--- src/rtl/log_mel_engine_pkg.sv ---
// Shared types and constants for the log-mel stage: ln2 constant,
// channel tag, FSM states and the elaboration-time log2 LUT generator.
package log_mel_engine_pkg;

  localparam logic [15:0] LN2_Q16 = 16'hB172;
  localparam int TAG_W = 8;

  typedef logic [TAG_W-1:0] tag_t;

  typedef enum logic [1:0] {
    IDLE,
    RUN,
    DRAIN
  } state_e;

  // round(65536*log2(1+k/2**bits)) by repeated squaring in Q31;
  // 24 result bits are produced and rounded to 16.
  function automatic logic [16:0] lut_val(input int k, input int bits);
    logic [63:0] y;
    logic [23:0] r;
    logic [24:0] s;
    if (k >= (1 << bits)) return 17'h10000;
    y = 64'((1 << bits) + k) << (31 - bits);
    r = '0;
    for (int i = 0; i < 24; i++) begin
      y = (y * y) >> 31;
      if (y[32]) begin
        r = {r[22:0], 1'b1};
        y = y >> 1;
      end else begin
        r = {r[22:0], 1'b0};
      end
    end
    s = {1'b0, r} + 25'd128;
    return 17'(s >> 8);
  endfunction

endpackage

--- src/rtl/log_mel_engine_if.sv ---
// Frame bus of the log-mel stage: mel energies + start pulse in,
// log frame, zero flags, ready pulse, busy and drop error out.
interface log_mel_engine_if #(
  parameter int N_CH  = 13,
  parameter int IN_W  = 16,
  parameter int OUT_W = 16
);
  logic [N_CH-1:0][IN_W-1:0]  mel_in;
  logic                       mel_ready;
  logic [N_CH-1:0][OUT_W-1:0] log_out;
  logic [N_CH-1:0]            zero_flag;
  logic                       log_ready;
  logic                       busy;
  logic                       drop_err;

  modport master (
    output mel_in, mel_ready,
    input  log_out, zero_flag, log_ready, busy, drop_err
  );

  modport slave (
    input  mel_in, mel_ready,
    output log_out, zero_flag, log_ready, busy, drop_err
  );
endinterface

--- src/rtl/log_mel_engine_log2_ln_core.sv ---
// log2_ln_core: 3-stage ln pipeline (LOD -> LUT log2 -> x ln2, round, sat).
// Ports: clk, rst_n, i_valid/i_tag/i_x in; o_valid/o_tag/o_res/o_zero out.
// Build option LOG_INTERP_EN: interpolate between adjacent LUT entries.
module log2_ln_core
  import log_mel_engine_pkg::*;
#(
  parameter int IN_W     = 16,
  parameter int OUT_W    = 16,
  parameter int FRAC_W   = 8,
  parameter int LUT_BITS = 5
) (
  input  logic             clk,
  input  logic             rst_n,
  input  logic             i_valid,
  input  tag_t             i_tag,
  input  logic [IN_W-1:0]  i_x,
  output logic             o_valid,
  output tag_t             o_tag,
  output logic [OUT_W-1:0] o_res,
  output logic             o_zero
);
  localparam int EW = $clog2(IN_W);
  localparam int LW = EW + 16;
  localparam int PW = LW + 16;
  localparam int TB = 8;
`ifdef LOG_INTERP_EN
  localparam int LUT_N = (1 << LUT_BITS) + 1;
`else
  localparam int LUT_N = 1 << LUT_BITS;
`endif

  logic [16:0] w_lut [LUT_N];
  for (genvar k = 0; k < LUT_N; k++) begin : g_lut
    localparam logic [16:0] V = lut_val(k, LUT_BITS);
    assign w_lut[k] = V;
  end

  logic [EW-1:0]   w_e;
  logic [IN_W-1:0] w_m;
  logic            w_z;
  logic            w_unused;

  always_comb begin
    w_e = '0;
    for (int i = 0; i < IN_W; i++)
      if (i_x[i]) w_e = EW'(i);
  end

  assign w_z = ~|i_x;
  assign w_m = i_x << (EW'(IN_W - 1) - w_e);

  logic                r1_v;
  logic                r1_z;
  tag_t                r1_tag;
  logic [EW-1:0]       r1_e;
  logic [LUT_BITS-1:0] r1_k;
`ifdef LOG_INTERP_EN
  logic [TB-1:0]       r1_t;
`endif

  always_ff @(posedge clk or negedge rst_n) begin
    if (!rst_n) begin
      r1_v   <= 1'b0;
      r1_z   <= 1'b0;
      r1_tag <= '0;
      r1_e   <= '0;
      r1_k   <= '0;
`ifdef LOG_INTERP_EN
      r1_t   <= '0;
`endif
    end else begin
      r1_v   <= i_valid;
      r1_z   <= w_z;
      r1_tag <= i_tag;
      r1_e   <= w_e;
      r1_k   <= w_m[IN_W-2 -: LUT_BITS];
`ifdef LOG_INTERP_EN
      r1_t   <= w_m[IN_W-2-LUT_BITS -: TB];
`endif
    end
  end

  logic [16:0] w_f;
`ifdef LOG_INTERP_EN
  logic [LUT_BITS:0] w_ia;
  logic [LUT_BITS:0] w_ib;
  logic [16:0]       w_lo;
  logic [16:0]       w_hi;
  logic [16:0]       w_dif;
  logic [16+TB:0]    w_pr;
  assign w_ia  = {1'b0, r1_k};
  assign w_ib  = w_ia + 1'b1;
  assign w_lo  = w_lut[w_ia];
  assign w_hi  = w_lut[w_ib];
  assign w_dif = w_hi - w_lo;
  assign w_pr  = w_dif * r1_t;
  assign w_f   = w_lo + w_pr[16+TB:TB];
  assign w_unused = ^{w_m[IN_W-1], w_m[IN_W-2-LUT_BITS-TB:0],
                      w_pr[TB-1:0]};
`else
  assign w_f   = w_lut[r1_k];
  assign w_unused = ^{w_m[IN_W-1], w_m[IN_W-2-LUT_BITS:0]};
`endif

  logic          r2_v;
  logic          r2_z;
  tag_t          r2_tag;
  logic [LW-1:0] r2_l;

  always_ff @(posedge clk or negedge rst_n) begin
    if (!rst_n) begin
      r2_v   <= 1'b0;
      r2_z   <= 1'b0;
      r2_tag <= '0;
      r2_l   <= '0;
    end else begin
      r2_v   <= r1_v;
      r2_z   <= r1_z;
      r2_tag <= r1_tag;
      r2_l   <= {r1_e, 16'h0} + LW'(w_f);
    end
  end

  // Q.16 log2 times Q0.16 ln2 gives Q.32; add half an output LSB first.
  logic [PW-1:0] w_p;
  logic [PW-1:0] w_q;
  logic          w_sat;
  assign w_p   = PW'(r2_l) * PW'(LN2_Q16)
               + (PW'(1) << (31 - FRAC_W));
  assign w_q   = w_p >> (32 - FRAC_W);
  assign w_sat = |w_q[PW-1:OUT_W];

  always_ff @(posedge clk or negedge rst_n) begin
    if (!rst_n) begin
      o_valid <= 1'b0;
      o_tag   <= '0;
      o_zero  <= 1'b0;
      o_res   <= '0;
    end else begin
      o_valid <= r2_v;
      o_tag   <= r2_tag;
      o_zero  <= r2_z;
      o_res   <= r2_z  ? '0 :
                 w_sat ? '1 : w_q[OUT_W-1:0];
    end
  end

endmodule

--- src/rtl/log_mel_engine.sv ---
// log_mel_engine: captures N_CH mel energies, streams them through ln core.
// Ports: clk, reset_n (async, low), bus (log_mel_engine_if.slave).
// Build option LOG_INTERP_EN selects interpolated LUT in the core.
module log_mel_engine
  import log_mel_engine_pkg::*;
#(
  parameter int N_CH     = 13,
  parameter int IN_W     = 16,
  parameter int OUT_W    = 16,
  parameter int FRAC_W   = 8,
  parameter int LUT_BITS = 5
) (
  input logic             clk,
  input logic             reset_n,
  log_mel_engine_if.slave bus
);
  state_e r_state;
  state_e w_next;
  tag_t   r_cnt;

  logic [N_CH-1:0][IN_W-1:0]  r_cap;
  logic [N_CH-1:0][OUT_W-1:0] r_shd;
  logic [N_CH-1:0][OUT_W-1:0] w_shd;
  logic [N_CH-1:0][OUT_W-1:0] r_out;
  logic [N_CH-1:0]            r_zshd;
  logic [N_CH-1:0]            w_zshd;
  logic [N_CH-1:0]            r_zout;
  logic                       r_rdy;
  logic                       r_drop;

  logic             w_start;
  logic             w_drop;
  logic             w_issue;
  logic             w_busy;
  logic             w_last;
  logic [IN_W-1:0]  w_x;
  logic             w_ov;
  tag_t             w_otag;
  logic [OUT_W-1:0] w_ores;
  logic             w_oz;

  log2_ln_core #(
    .IN_W     (IN_W),
    .OUT_W    (OUT_W),
    .FRAC_W   (FRAC_W),
    .LUT_BITS (LUT_BITS)
  ) u_core (
    .clk     (clk),
    .rst_n   (reset_n),
    .i_valid (w_issue),
    .i_tag   (r_cnt),
    .i_x     (w_x),
    .o_valid (w_ov),
    .o_tag   (w_otag),
    .o_res   (w_ores),
    .o_zero  (w_oz)
  );

  assign w_last = w_ov && (w_otag == tag_t'(N_CH - 1));

  always_ff @(posedge clk or negedge reset_n) begin
    if (!reset_n) r_state <= IDLE;
    else          r_state <= w_next;
  end

  always_comb begin
    w_next = r_state;
    unique case (r_state)
      IDLE:    if (bus.mel_ready) w_next = RUN;
      RUN:     if (r_cnt == tag_t'(N_CH - 1)) w_next = DRAIN;
      DRAIN:   if (w_last) w_next = IDLE;
      default: w_next = IDLE;
    endcase
  end

  // busy also covers the ready cycle, when the FSM is already idle.
  always_comb begin
    w_start = (r_state == IDLE) && bus.mel_ready;
    w_drop  = (r_state != IDLE) && bus.mel_ready;
    w_issue = (r_state == RUN);
    w_busy  = (r_state != IDLE) || r_rdy;
  end

  always_comb begin
    w_x = '0;
    for (int i = 0; i < N_CH; i++)
      if (r_cnt == tag_t'(i)) w_x = r_cap[i];
  end

  always_comb begin
    w_shd  = r_shd;
    w_zshd = r_zshd;
    for (int i = 0; i < N_CH; i++)
      if (w_ov && (w_otag == tag_t'(i))) begin
        w_shd[i]  = w_ores;
        w_zshd[i] = w_oz;
      end
  end

  // The last channel is folded in straight from the core output so the
  // whole frame becomes visible in one edge.
  always_ff @(posedge clk or negedge reset_n) begin
    if (!reset_n) begin
      r_cnt  <= '0;
      r_cap  <= '0;
      r_shd  <= '0;
      r_zshd <= '0;
      r_out  <= '0;
      r_zout <= '0;
      r_rdy  <= 1'b0;
      r_drop <= 1'b0;
    end else begin
      if (w_start) begin
        r_cap <= bus.mel_in;
        r_cnt <= '0;
      end else if (w_issue) begin
        r_cnt <= r_cnt + 1'b1;
      end
      r_shd  <= w_shd;
      r_zshd <= w_zshd;
      r_rdy  <= w_last;
      if (w_last) begin
        r_out  <= w_shd;
        r_zout <= w_zshd;
      end
      if (w_drop) r_drop <= 1'b1;
    end
  end

  assign bus.log_out   = r_out;
  assign bus.zero_flag = r_zout;
  assign bus.log_ready = r_rdy;
  assign bus.busy      = w_busy;
  assign bus.drop_err  = r_drop;

endmodule

--- src/flat_wrapper.sv ---
// flat-port wrapper written by rule: the top's interface ports become plain ports
module log_mel_engine_flat import log_mel_engine_pkg::*;
#(
  parameter int N_CH     = 13,
  parameter int IN_W     = 16,
  parameter int OUT_W    = 16,
  parameter int FRAC_W   = 8,
  parameter int LUT_BITS = 5
)
  (clk, reset_n, bus_mel_in, bus_mel_ready, bus_log_out, bus_zero_flag, bus_log_ready, bus_busy, bus_drop_err);
  log_mel_engine_if #(.N_CH(N_CH), .IN_W(IN_W), .OUT_W(OUT_W)) bus_i ();
  input logic clk;
  input logic reset_n;
  input wire logic [$bits(bus_i.mel_in)-1:0] bus_mel_in;
  input wire logic [$bits(bus_i.mel_ready)-1:0] bus_mel_ready;
  output wire logic [$bits(bus_i.log_out)-1:0] bus_log_out;
  output wire logic [$bits(bus_i.zero_flag)-1:0] bus_zero_flag;
  output wire logic [$bits(bus_i.log_ready)-1:0] bus_log_ready;
  output wire logic [$bits(bus_i.busy)-1:0] bus_busy;
  output wire logic [$bits(bus_i.drop_err)-1:0] bus_drop_err;
  assign bus_i.mel_in = bus_mel_in;
  assign bus_i.mel_ready = bus_mel_ready;
  assign bus_log_out = bus_i.log_out;
  assign bus_zero_flag = bus_i.zero_flag;
  assign bus_log_ready = bus_i.log_ready;
  assign bus_busy = bus_i.busy;
  assign bus_drop_err = bus_i.drop_err;
  log_mel_engine #(.N_CH(N_CH), .IN_W(IN_W), .OUT_W(OUT_W), .FRAC_W(FRAC_W), .LUT_BITS(LUT_BITS)) u_core (.clk(clk), .reset_n(reset_n), .bus(bus_i));
endmodule
--- config.mk ---
export PLATFORM = sky130hd
export DESIGN_NAME = log_mel_engine_flat
export DESIGN_NICKNAME = d
export VERILOG_FILES = /design/src/rtl/log_mel_engine_pkg.sv /design/src/rtl/log_mel_engine_if.sv /design/src/rtl/log_mel_engine_log2_ln_core.sv /design/src/rtl/log_mel_engine.sv /design/src/flat_wrapper.sv
export SDC_FILE = /design/constraint.sdc
export NUM_CORES = 1
export LEC_CHECK = 0
export CORE_MARGIN = 4
export CORE_UTILIZATION = 58
export CTS_BUF_LIST = sky130_fd_sc_hd__clkbuf_4
export DETAILED_ROUTE_END_ITERATION = 6
export PLACE_DENSITY = 0.84
export SYNTH_ARGS = -nofsm -noshare
export SYNTH_HDL_FRONTEND = slang
export SYNTH_SLANG_ARGS = --single-unit
--- constraint.sdc ---
create_clock -name clk -period 8.15 [get_ports clk]
set_clock_uncertainty 0.1 [all_clocks]
set_input_delay 0.815 -clock clk [delete_from_list [all_inputs] [get_ports clk]]
set_output_delay 0.815 -clock clk [all_outputs]
set_load 0.02 [all_outputs]
==> impl_metrics.tcl <==
set metrics [dict create \
    timing.rr.start "u_core.u_core.r2_l[16]$_DFF_PN0_" \
    drt_iter0_markers 2636 \
    grt_start_max_net_pins 198 \
    grt_pass1_wl_um 152000 \
    wl_per_cell_um 20.0 \
    max_cap_violations 0 \
    ys_ff_latch 716 \
    synth-edff-count 0 \
    critical-path-top-delay-family "adder cells" \
    critPathSlowestCell "dfrtp_1" \
    finalWeightedCongestion 0.955 \
    required_ns 8.91 \
    coreArea_um2 59200 \
    dieWidth_um 253 \
    cts_tree "built" \
    syn_inst 3428 \
    avgViaCountPerCell 5.67 \
    root_buffer "clkbuf_4" \
    fin_setup_tns_ns 0 \
    grt_pass1_vias 27700 \
    power_density_nw_per_um2 164 \
    tightest_slew_ns 1.22 \
    port_buffers 434 \
    yosys-top-cells-area "dfrtp_1 51%, nand2_1 9.4%, mux2_2 7.9%" \
    syn_nets 3887 \
    syn2layout_area_growth_pct 20.5 \
    power.leakage_nw 21.4 \
    fmaxAchievable_mhz 148 \
    critPathArrivalTime_ns 7.54 \
    avgSynthCellArea_um2 10.2 \
    post-route-util 0.709 \
    finalCritPeriodShare 0.831 \
    numCtsBuffers 181 \
    cts.path.max_buffers 3 \
    crit_fanout 8 \
    rsz0062_at_grt "no" \
    worst-path-buf-inv 2 \
    ys_dominant_reg_cell "dfrtp_1" \
    die_area_um2 64100 \
    hold_start "bus_mel_in[161]" \
    synthArstFlopShare 1.00 \
    vias 27200 \
    worst_slack_ns 1.37 \
    post-route-min-period_ns 6.78 \
    antenna_left 0 \
    track_usage 0.302 \
    cp-end-kind "register" \
    placed_cell_area_um2 39700 \
    drc_errors 0 \
    maxSlewViolCount 0 \
    min_path_type "in -> reg" \
    cp_slowest_stage_delay_ns 0.64 \
    setup_violations 0 \
    yosys.area.top_type "dfrtp_1" \
    drive_above_1_share 0.146 \
    cts.clk_slew.worst_paths_ns 0.07 \
    holdPathStages 3 \
    status "finished clean" \
    fin_hold_ws_ns 0.209 \
    min_to "u_core.r_cap[161]$_DFFE_PN0P_" \
    post-cts-setup-buffers 0 \
    clk_latency_ns 1.04 \
    ir_drop_v 0.000103 \
    die_h_um 253 \
    slew_headroom 0.184 \
    ios 435 \
    cpMostUsedCell "fa_1" \
    nNetsFinal 4345 \
    post-route-cell-area_um2 42000 \
    synth_warnings 0 \
    dp_slack_ns 1.40 \
    clock-sinks 716 \
    yosysSeqAreaShare 0.514 \
    rows 89 \
    reg2regPathDepth 21 \
    htreeDepth 4 \
    r2r_end "u_core.u_core.o_res[10]$_DFF_PN0_" \
    grt_antenna_before_repair 4 \
    initial_utilization 0.588 \
    fillers 4245 \
    yosysUniqueCellTypes 90 \
    crit_type "reg -> reg" \
    dpl.hpwl_um 66400 \
    path_cells "fa_1 > fa_1 > ha_1 > inv_1 > fa_1 > inv_1 > fa_1 > ha_1 > ha_1 > and3_1 > a221o_1 > a21oi_1 > o21ai_0 > a211oi_1 > nor2_1 > a21oi_1 > xnor2_1 > nand3_1 > nor3b_1 > mux2i_1 > mux2_2" \
    detail_route.first_pass.iterations 7 \
    synth_area_um2 34900 \
    startpoint_type "register" \
    wl_um 96100 \
    grt_overflow_total 0 \
    hold_violations 0 \
    reg2reg_slack_ns 1.37 \
    synth_top_area_frac 0.514 \
]
-- routing by layer --
layer | vias to the layer above | part of all wire | GRT usage
met5 | - | 0.00032 | 0
met4 | 4 | 0.044 | 0.136
met3 | 246 | 0.088 | 0.0745
met2 | 1373 | 0.47 | 0.474
met1 | 13300 | 0.40 | 0.403
li1 | 12300 | - | -
-- kinds of logic (layout without fill, tap and decap cells) --
family                     Yosys count  after routing  synth area share
adders and majority gates          249            249             0.110
AOI/OAI and AO/OA                  359            359            0.0717
and+or+nand+nor                   1439           1439             0.171
DFF                                716            716             0.514
muxes                              262            262            0.0848
xor gates and xnor gates            24             24           0.00603
other                                0              3                 0
buffers and inverters              379            969            0.0421
-- cells in the mapped netlist, drive strengths merged, types with 6 or more instances --
cell	n
nor2	349
a311oi	6
clkbuf	154
a2bb2oi	6
nor2b	27
o21ai	91
a211oi	17
nand4	11
or2	7
nand2b	16
dfrtp	716
nand3b	6
a21oi	71
and2	54
nor4	8
inv	194
mux2	245
nor3	23
ha	151
o31ai	7
mux2i	15
fa	97
o32ai	7
xnor2	16
o22ai	10
nand2	874
o2111ai	6
xor2	8
or3	8
o211ai	22
a22oi	13
nand3	31
o21a	11
a31oi	16
buf	29
a221oi	12
and3	9
or4	6
-- cells in the final DEF (no fill, tap or decap), types with 7 or more instances in the layout --
master / synthesis / routed
a211oi_1: 17 / 17
a21oi_1: 71 / 71
a221oi_1: 12 / 12
a22oi_1: 13 / 13
a31oi_1: 15 / 15
and2_1: 54 / 53
and3_1: 9 / 9
buf_4: 1 / 20
clkbuf_4: 0 / 256
clkdlybuf4s50_1: 0 / 433
clkinv_1: 2 / 37
clkinv_2: 0 / 10
dfrtp_1: 716 / 716
fa_1: 97 / 97
ha_1: 151 / 148
inv_1: 193 / 192
mux2_2: 244 / 244
mux2i_1: 15 / 15
nand2_1: 874 / 873
nand2b_1: 16 / 16
nand3_1: 31 / 31
nand4_1: 11 / 11
nor2_1: 344 / 344
nor2b_1: 27 / 27
nor3_1: 23 / 23
o211ai_1: 22 / 22
o21a_1: 11 / 11
o21ai_0: 83 / 83
o22ai_1: 10 / 10
o31ai_1: 7 / 7
or3_1: 8 / 8
xnor2_1: 16 / 16
xor2_1: 8 / 8
-- layout make-up --
| cell class | instances | area, µm² | area share |
|---|---|---|---|
| timing repair buffer | 458 | 4570 | 0.109 |
| clock inverter | 59 | 404 | 0.00962 |
| antenna | 3 | 7.51 | 0.000179 |
| multi-input combinational | 2333 | 15500 | 0.369 |
| sequential | 716 | 17900 | 0.426 |
| clock buffer | 256 | 1920 | 0.0457 |
| tap | 773 | 967 | 0.0230 |
| inverter | 196 | 741 | 0.0176 |
-- what timing repair did --
action	CTS	global route
hold endpoints to repair	125	0
gates resized for setup	0	0
hold buffers	1	0
-- worst max-delay path by stage --
stage | depth (start not counted) | start | end
global placement | 23 | u_core.u_core.r2_l[7]$_DFF_PN0_ | u_core.u_core.o_res[10]$_DFF_PN0_
detailed placement | 21 | u_core.u_core.r2_l[15]$_DFF_PN0_ | u_core.u_core.o_res[10]$_DFF_PN0_
CTS | 21 | u_core.u_core.r2_l[15]$_DFF_PN0_ | u_core.u_core.o_res[10]$_DFF_PN0_
floorplan | 22 | u_core.u_core.r2_l[14]$_DFF_PN0_ | u_core.u_core.o_res[10]$_DFF_PN0_
finish | 21 | u_core.u_core.r2_l[16]$_DFF_PN0_ | u_core.u_core.o_res[10]$_DFF_PN0_
global route | 21 | u_core.u_core.r2_l[14]$_DFF_PN0_ | u_core.u_core.o_res[10]$_DFF_PN0_
-- metrics by stage --
stage	total power [mW]	std cells
6_report	6.89	4794
5_1_grt	7.19	4794
4_1_cts	6.96	4791
3_5_place_dp	3.89	4475
3_3_place_gp	3.89	4475
2_1_floorplan	3.69	3428
-- worst register-to-register path: cells and delay by family, from the launching register on --
family	cells	cell delay, ns
AOI/OAI and AO/OA	5	1.42
xor gates and xnor gates	1	0.23
adders and majority gates	7	2.78
buffers and inverters	2	0.11
DFF	1	0.64
muxes	2	0.59
and+or+nand+nor	4	0.77
-- flip-flops by register name, indices dropped and copies added, names as in the netlist --
name                   flops
u_core.u_core.o_tag        8
u_core.bus.log_out       208
u_core.bus.zero_flag      13
u_core.r_cnt               8
u_core.r_shd             192
u_core.u_core.o_valid      1
u_core.r_zshd             12
u_core.bus.drop_err        1
u_core.u_core.r1_v         1
u_core.u_core.r1_e         4
u_core.u_core.r2_z         1
u_core.r_cap             208
u_core.u_core.o_zero       1
u_core.u_core.r2_l        20
u_core.u_core.r1_tag       8
u_core.u_core.r1_k         5
u_core.u_core.r2_tag       8
u_core.u_core.o_res       12
u_core.u_core.r2_v         1
u_core.r_state             2
u_core.u_core.r1_z         1
u_core.bus.log_ready       1
-- where the power goes --
group          total [mW]         switching (mW)  leakage, nW  internal [mW]
Sequential           3.56  0.0000000000000000108         9.61           3.56
Clock                3.07                   1.49         1.37           1.59
Combinational       0.262                  0.151         10.4          0.111
No activity file was read; power rests on OpenSTA's default activity.
